<file path="src/rtl/acc_seq_ctrl.sv">
// Counted, restartable accumulator job sequencer: clears the sum on start, adds exactly
// len_i operands from a valid/ready stream, keeps sticky carry/overflow, pulses done.
module acc_seq_ctrl #(
  parameter int unsigned WIDTH = 8,
  parameter int unsigned CNT_W = 4
) (
  input  logic             clk_i,
  input  logic             rst_n,
  input  logic             start_i,
  input  logic [CNT_W-1:0] len_i,
  input  logic             in_valid_i,
  input  logic [WIDTH-1:0] in_data_i,
  output logic             in_ready_o,
  output logic             busy_o,
  output logic             done_o,
  output logic [WIDTH-1:0] sum_o,
  output logic             cout_o,
  output logic             v_o
);

  typedef enum logic [1:0] {
    IDLE,
    ACC,
    DONE
  } state_t;

  state_t           state_q;
  logic [WIDTH-1:0] sum_q;
  logic             cout_q;
  logic             v_q;
  logic [CNT_W-1:0] cnt_q;

  logic [WIDTH:0]   add_full;
  logic [WIDTH-1:0] sum_d;
  logic             ovf_d;

  // Extra MSB of the widened add is the unsigned carry-out.
  always_comb begin
    add_full = {1'b0, sum_q} + {1'b0, in_data_i};
    sum_d    = add_full[WIDTH-1:0];
    ovf_d    = (sum_q[WIDTH-1] == in_data_i[WIDTH-1]) &&
               (sum_d[WIDTH-1] != sum_q[WIDTH-1]);
  end

  always_ff @(posedge clk_i or negedge rst_n) begin
    if (!rst_n) begin
      state_q <= IDLE;
      sum_q   <= '0;
      cout_q  <= 1'b0;
      v_q     <= 1'b0;
      cnt_q   <= '0;
    end else begin
      case (state_q)
        IDLE: begin
          if (start_i) begin
            sum_q   <= '0;
            cout_q  <= 1'b0;
            v_q     <= 1'b0;
            cnt_q   <= len_i;
            state_q <= (len_i == '0) ? DONE : ACC;
          end
        end
        ACC: begin
          if (in_valid_i) begin
            sum_q  <= sum_d;
            cout_q <= cout_q | add_full[WIDTH];
            v_q    <= v_q | ovf_d;
            cnt_q  <= cnt_q - CNT_W'(1);
            if (cnt_q == CNT_W'(1)) begin
              state_q <= DONE;
            end
          end
        end
        DONE: begin
          state_q <= IDLE;
        end
        default: begin
          state_q <= IDLE;
        end
      endcase
    end
  end

  // Handshake and status outputs decode the state register only: no input-to-output paths.
  assign in_ready_o = (state_q == ACC);
  assign busy_o     = (state_q != IDLE);
  assign done_o     = (state_q == DONE);
  assign sum_o      = sum_q;
  assign cout_o     = cout_q;
  assign v_o        = v_q;

endmodule

</file>
<file path="config.mk">
export PLATFORM = sky130hd
export DESIGN_NAME = acc_seq_ctrl
export DESIGN_NICKNAME = d
export VERILOG_FILES = /design/src/rtl/acc_seq_ctrl.sv
export SDC_FILE = /design/constraint.sdc
export NUM_CORES = 1
export LEC_CHECK = 0
export BUFFER_PORTS_ARGS = -buffer_cell sky130_fd_sc_hd__buf_2
export CORE_UTILIZATION = 46
export DETAILED_ROUTE_END_ITERATION = 10
export GPL_TIMING_DRIVEN = 0
export PLACE_DENSITY = 0.74
export SETUP_SLACK_MARGIN = 0.05
export SYNTH_ARGS = -nofsm -noshare
export SYNTH_HDL_FRONTEND = slang
export SYNTH_SLANG_ARGS = --single-unit
</file>
<file path="constraint.sdc">
create_clock -name clk_i -period 1.8 [get_ports clk_i]
set_input_delay 0.18 -clock clk_i [delete_from_list [all_inputs] [get_ports clk_i]]
set_output_delay 0.18 -clock clk_i [all_outputs]
set_load 0.05 [all_outputs]
</file>
==> impl_metrics.tcl, run 1 <==
set metrics [dict create \
    switching_power_mw 1.28 \
    drc 0 \
    final_common_cell "buf_2" \
    finalSetupTns_ns 0 \
    core-area_mm2 0.00206 \
    cts_made_buffers 3 \
    fin_crit_sh_pct 99.0 \
    fin_skew_ns 0.000733 \
    insertedDiodeCount 0 \
    antenna_found_initial 0 \
    crit_fanout 2 \
    synth_cell_types 32 \
    mostFrequentLayoutCells "28 x buf_2, 17 x nand2_1, 12 x dfrtp_1, 9 x ha_1" \
    syn_nets 138 \
    leakagePower_nw 0.669 \
    p_clk_share_pct 9.7 \
    wl_um 2220 \
    cts_buffer_depth 2 \
    relSlewSlack_pct 74.6 \
    slew_viol_final 0 \
    crit_type "reg2reg" \
    grt_pass1_wl_um 3720 \
    min_path_cells 3 \
    drive_gt1_share_pct 42.6 \
    yosysTopAreaCell "dfrtp_1" \
    die_area_mm2 0.00248 \
    hold_violations 0 \
    yosysSeqAreaShare_pct 38.0 \
    io_pins 29 \
    min_period_ns 1.78 \
    synthCells 111 \
    place_hpwl_um 1650 \
    cts_num_sinks 16 \
    cts_tree "done" \
    ff_latch_area_um2 405 \
    yosysWarnings 0 \
    drtAntennaViolNets 0 \
    ff2ff_path_depth 7 \
    vias_per_cell 5.31 \
    cp-end-kind "flop" \
    clk_pin_slew_worst_paths_ns 0.10 \
    ir_worst_vdd_v 0.00106 \
    netlist_area_mm2 0.00105 \
    io_buffers 28 \
    cts-root-buf "clkbuf_4" \
    fmax_mhz 561 \
    cp_data_arrival_time_ns 1.96 \
    synthTopCellsByArea "dfrtp_1 38%, ha_1 12%, nand2_1 6.4%, o21ai_0 4.3%, a21oi_1 3.8%" \
    fill_cells 174 \
    worst_pin_slew_ns 0.382 \
    worst_slack_ns 0.0187 \
    syn_avg_cell_area_um2 9.48 \
    rsz0062_at_grt "yes" \
    internal_power_mw 1.24 \
    required_ns 1.98 \
    pre_cts_slack_ns 0.0258 \
    syn_to_final_growth_pct 29.4 \
    rows 16 \
    synth_top_area_share_pct 38.0 \
    power_mw 2.52 \
    floorplan.initialDensity_pct 51.0 \
    cp-start-kind "flop" \
    track_usage_pct 19.8 \
    worstSkewPairLatency_ns 0.29 \
    dr.first_iter.drc_count 30 \
    htreeDepth 1 \
    vias 929 \
    switching_share_pct 50.7 \
    yosys_register_bits 16 \
    status "finished clean" \
    max_cap_violations 0 \
    die_y_um 49.8 \
    multi_input_area_um2 643 \
    grt_max_degree 17 \
    routedWlPerCell_um 12.7 \
    gr-total-overflow 0 \
    hold_class "in2reg" \
    pwr_density_cell_mw_per_mm2 1850 \
    seq_power_share_pct 25.9 \
    final_nets 176 \
    finalSetupViolCount 0 \
    grt_pass1_vias 882 \
    gp_congestion 0.767 \
    drt-pass1-iter-count 4 \
    combPwrFrac_pct 64.4 \
    chipWidth_um 49.8 \
]
-- cells in the mapped netlist, drive strengths merged --
| cell | count |
|---|---|
| o21ai | 10 |
| buf | 3 |
| nand3 | 5 |
| o22a | 1 |
| a221o | 1 |
| inv | 6 |
| a31oi | 1 |
| nor3b | 1 |
| ha | 10 |
| nor3 | 2 |
| o21bai | 1 |
| nand2b | 1 |
| dfrtp | 16 |
| nor4 | 1 |
| or3 | 1 |
| xnor2 | 3 |
| fa | 1 |
| a22oi | 1 |
| o211ai | 1 |
| nand2 | 18 |
| a22o | 2 |
| and2b | 1 |
| and2 | 2 |
| xor2 | 4 |
| a21oi | 8 |
| o31ai | 2 |
| nor2 | 8 |
-- sequential cells by signal, indices dropped and copies added (netlist names) --
| register | count |
|---|---|
| cnt_q | 4 |
| cout_o | 1 |
| v_o | 1 |
| sum_o | 8 |
| state_q | 2 |
-- critical path, stage by stage (launching register included) --
cell and delay [ns]:
dfrtp_2 0.44, ha_4 0.17, fa_2 0.35, a21oi_2 0.19, o21ai_2 0.09, nand3_1 0.09
a21oi_1 0.06, a221o_2 0.29
-- stage by stage --
| step | cells | util, % | hold WS [ns] | area [um2] |
|---|---|---|---|---|
| after CTS | 173 | 63.8 | 0.126 | 1320 |
| after global routing | 175 | 66.0 | 0.140 | 1360 |
| after detailed placement | 166 | 60.6 | 0.122 | 1250 |
| after global placement | 166 | 60.6 | 0.119 | 1250 |
| final | 175 | 66.0 | 0.134 | 1360 |
| after floorplan | 111 | - | -0.116 | 1080 |
-- routing by layer --
layer  vias up  global-route usage (%)  part of all wire, %
li1        465                       -                    -
met1       431                    26.2                   48
met2        29                    32.4                   46
met3         4                    4.01                  4.8
met4         0                    5.71                  1.3
met5         -                       0                    0
-- logic make-up after synthesis --
logic type / share of synthesized area (%)
and+or+nand+nor: 19.7
AOI/OAI and AO/OA: 16.6
DFF: 38.0
adders and majority gates: 13.8
buffers and inverters: 5.95
xor gates and xnor gates: 5.83
-- repair_timing --
| item | in CTS | in global routing |
|---|---|---|
| pin swaps | 1 | 3 |
| endpoints found under the hold margin | 16 | 0 |
| setup endpoints to repair | 4 | 5 |
| buffers inserted | 2 | 2 |
| hold buffers | 1 | 0 |
| gates resized for setup | 1 | 8 |
| gates cloned | 0 | 0 |
-- final timing paths --
kind,from,endpoint,slack [ns]
setup / recovery,sum_o[0],cout_o,0.02
hold / removal,len_i[2],cnt_q[2],0.13
setup reg to reg,sum_o[0],cout_o,0.02
hold reg to reg,v_o,v_o,0.50
max in group asynchronous,rst_n,sum_o[0],1.18
min in group asynchronous,rst_n,sum_o[3],0.33
-- cell type report --
class	count	share of cell area, %
Sequential cell	16	29.8
Inverter	6	1.84
Clock buffer	4	2.67
Timing Repair Buffer	33	13.2
Multi-Input combinational cell	86	47.2
Buffer	3	2.76
Tap cell	27	2.48
-- power groups by stage --
stage	registers (mW)	clock network, mW	logic (mW)
4_1_cts	0.649	0.250	1.56
5_1_grt	0.668	0.260	1.77
6_report	0.652	0.244	1.62
3_3_place_gp	0.645	0	1.48
2_1_floorplan	0.908	0	0.955
3_5_place_dp	0.656	0	1.53
Power figures use the tool's default switching activity.
==> run 2: changes to the inputs <==
Settings changed: BUFFER_PORTS_ARGS -buffer_cell sky130_fd_sc_hd__buf_2 to -buffer_cell sky130_fd_sc_hd__clkbuf_2, CORE_MARGIN set to 1.
==> impl_metrics.tcl, run 2 (synthesis results as in run 1) <==
set metrics [dict create \
    crit_fanout 2 \
    worst_pin_slew_ns 0.419 \
    core-area_mm2 0.00206 \
    cp-end-kind "flop" \
    slowest_delay_ns 0.44 \
    relSlewSlack_pct 72.0 \
    io_buffers 28 \
    vias_per_cell 5.21 \
    rows 16 \
    gr-total-overflow 0 \
    fin_skew_ns 0.00517 \
    cp_slowest_cell "dfrtp_2" \
    crit_type "reg2reg" \
    fill_cells 166 \
    final_cell_area_mm2 0.00141 \
    power_mw 2.59 \
    cts_tree "done" \
    max_cap_violations 0 \
    track_usage_pct 20.1 \
    critPathBufInv 0 \
    largest_reg_flops 8 \
    hold_class "in2reg" \
    ir_worst_vdd_v 0.00109 \
    wl_um 2250 \
    cts-root-buf "clkbuf_4" \
    die_area_mm2 0.00248 \
    syn_to_final_growth_pct 34.0 \
    chipWidth_um 49.8 \
    place_hpwl_um 1640 \
    dpl_cell_area_mm2 0.00125 \
    mostFrequentLayoutCells "28 x clkbuf_2, 18 x nand2_1, 12 x dfrtp_1, 7 x nor2_1" \
    cp_data_arrival_time_ns 1.94 \
    grt_pass1_vias 860 \
    floorplan.initialDensity_pct 51.0 \
    cp-start-kind "flop" \
    required_ns 1.99 \
    routedWlPerCell_um 12.7 \
    drc 0 \
    dr.first_iter.drc_count 18 \
    holdWs_ns 0.132 \
    hold_violations 0 \
    final_util_pct 68.4 \
    die_y_um 49.8 \
    leakagePower_nw 0.672 \
    min_period_ns 1.76 \
    clk_pin_slew_worst_paths_ns 0.10 \
    drive_gt1_share_pct 44.7 \
    vias 922 \
    final_common_cell "clkbuf_2" \
    slew_viol_final 0 \
    io_pins 29 \
    worstSkewPairLatency_ns 0.29 \
    htreeDepth 1 \
    grt_pass1_wl_um 3790 \
    finalSetupViolCount 0 \
    cts_buffer_depth 2 \
    cp_top_family "compound AO/OA/AOI/OAI gates" \
    cts_num_sinks 16 \
    pwr_density_cell_mw_per_mm2 1830 \
    crit_chain "ha_4 -> fa_2 -> a21oi_2 -> o21ai_2 -> nand3_1 -> a21oi_1 -> a221o_2" \
    fin_crit_sh_pct 97.7 \
    status "finished clean" \
    drtAntennaViolNets 0 \
    insertedDiodeCount 0 \
    rsz0062_at_grt "yes" \
    ff_latch_area_um2 405 \
    multi_input_area_um2 677 \
    gp_congestion 0.771 \
    drt-pass1-iter-count 4 \
    cts_made_buffers 3 \
    fmax_mhz 568 \
    final_nets 178 \
    grt_max_degree 17 \
    antenna_found_initial 0 \
]
run 2: through the flow:
| stage | std cells | setup WS, ns | setup TNS [ns] |
|---|---|---|---|
| 2_1_floorplan | 111 | -0.0323 | -0.0323 |
| 3_3_place_gp | 166 | 0.0334 | 0 |
| 3_5_place_dp | 166 | 0.00512 | 0 |
| 4_1_cts | 173 | 0.0410 | 0 |
| 5_1_grt | 177 | -0.0209 | -0.0270 |
| 6_report | 177 | 0.0408 | 0 |
run 2: layout make-up:
cell class,count,share of cell area (%)
Clock buffer,4,2.57
Tap cell,27,2.40
Multi-Input combinational cell,86,48.0
Timing Repair Buffer,35,13.8
Inverter,6,1.77
Sequential cell,16,28.7
Buffer,3,2.66
run 2: path summary, 6_finish.rpt:
check                           cells after the start          to  slack, ns  startpoint
worst min register to register                      1  state_q[1]       0.49  state_q[1]
worst min-delay path                                3    cnt_q[2]       0.13    len_i[2]
min in group asynchronous                           2    sum_o[3]       0.34       rst_n
worst max-delay path                                7      cout_o       0.04    sum_o[0]
worst max register to register                      7      cout_o       0.04    sum_o[0]
max in group asynchronous                           2    sum_o[0]       1.13       rst_n
run 2: where the power goes:
group / switching (mW) / internal [mW]
logic: 1.01 / 0.663
clock network: 0.121 / 0.123
registers: 0.153 / 0.514
run 2: repair_timing:
action                                 CTS  global route
pin swaps                                2             7
endpoints found under the hold margin   16             0
hold buffers                             1             0
setup buffers                            2             4
setup endpoints to repair                3             4
resized for setup                        1            10
run 2: routing by layer:
metal	up-vias	routed length [um]	part of all wire, %	GRT usage (%)
li1	467	-	-	-
met1	432	1100	49	29.2
met2	21	1040	46	30.4
met3	2	91	4.1	4.32
met4	0	10	0.45	4.29
met5	-	0	0	0
run 2: worst reg2reg max path: cells and delay by family (launching register included):
kind,cells,cell delay [ns]
AOI/OAI and AO/OA,4,0.62
adders and majority gates,2,0.52
DFF,1,0.44
and+or+nand+nor,1,0.08
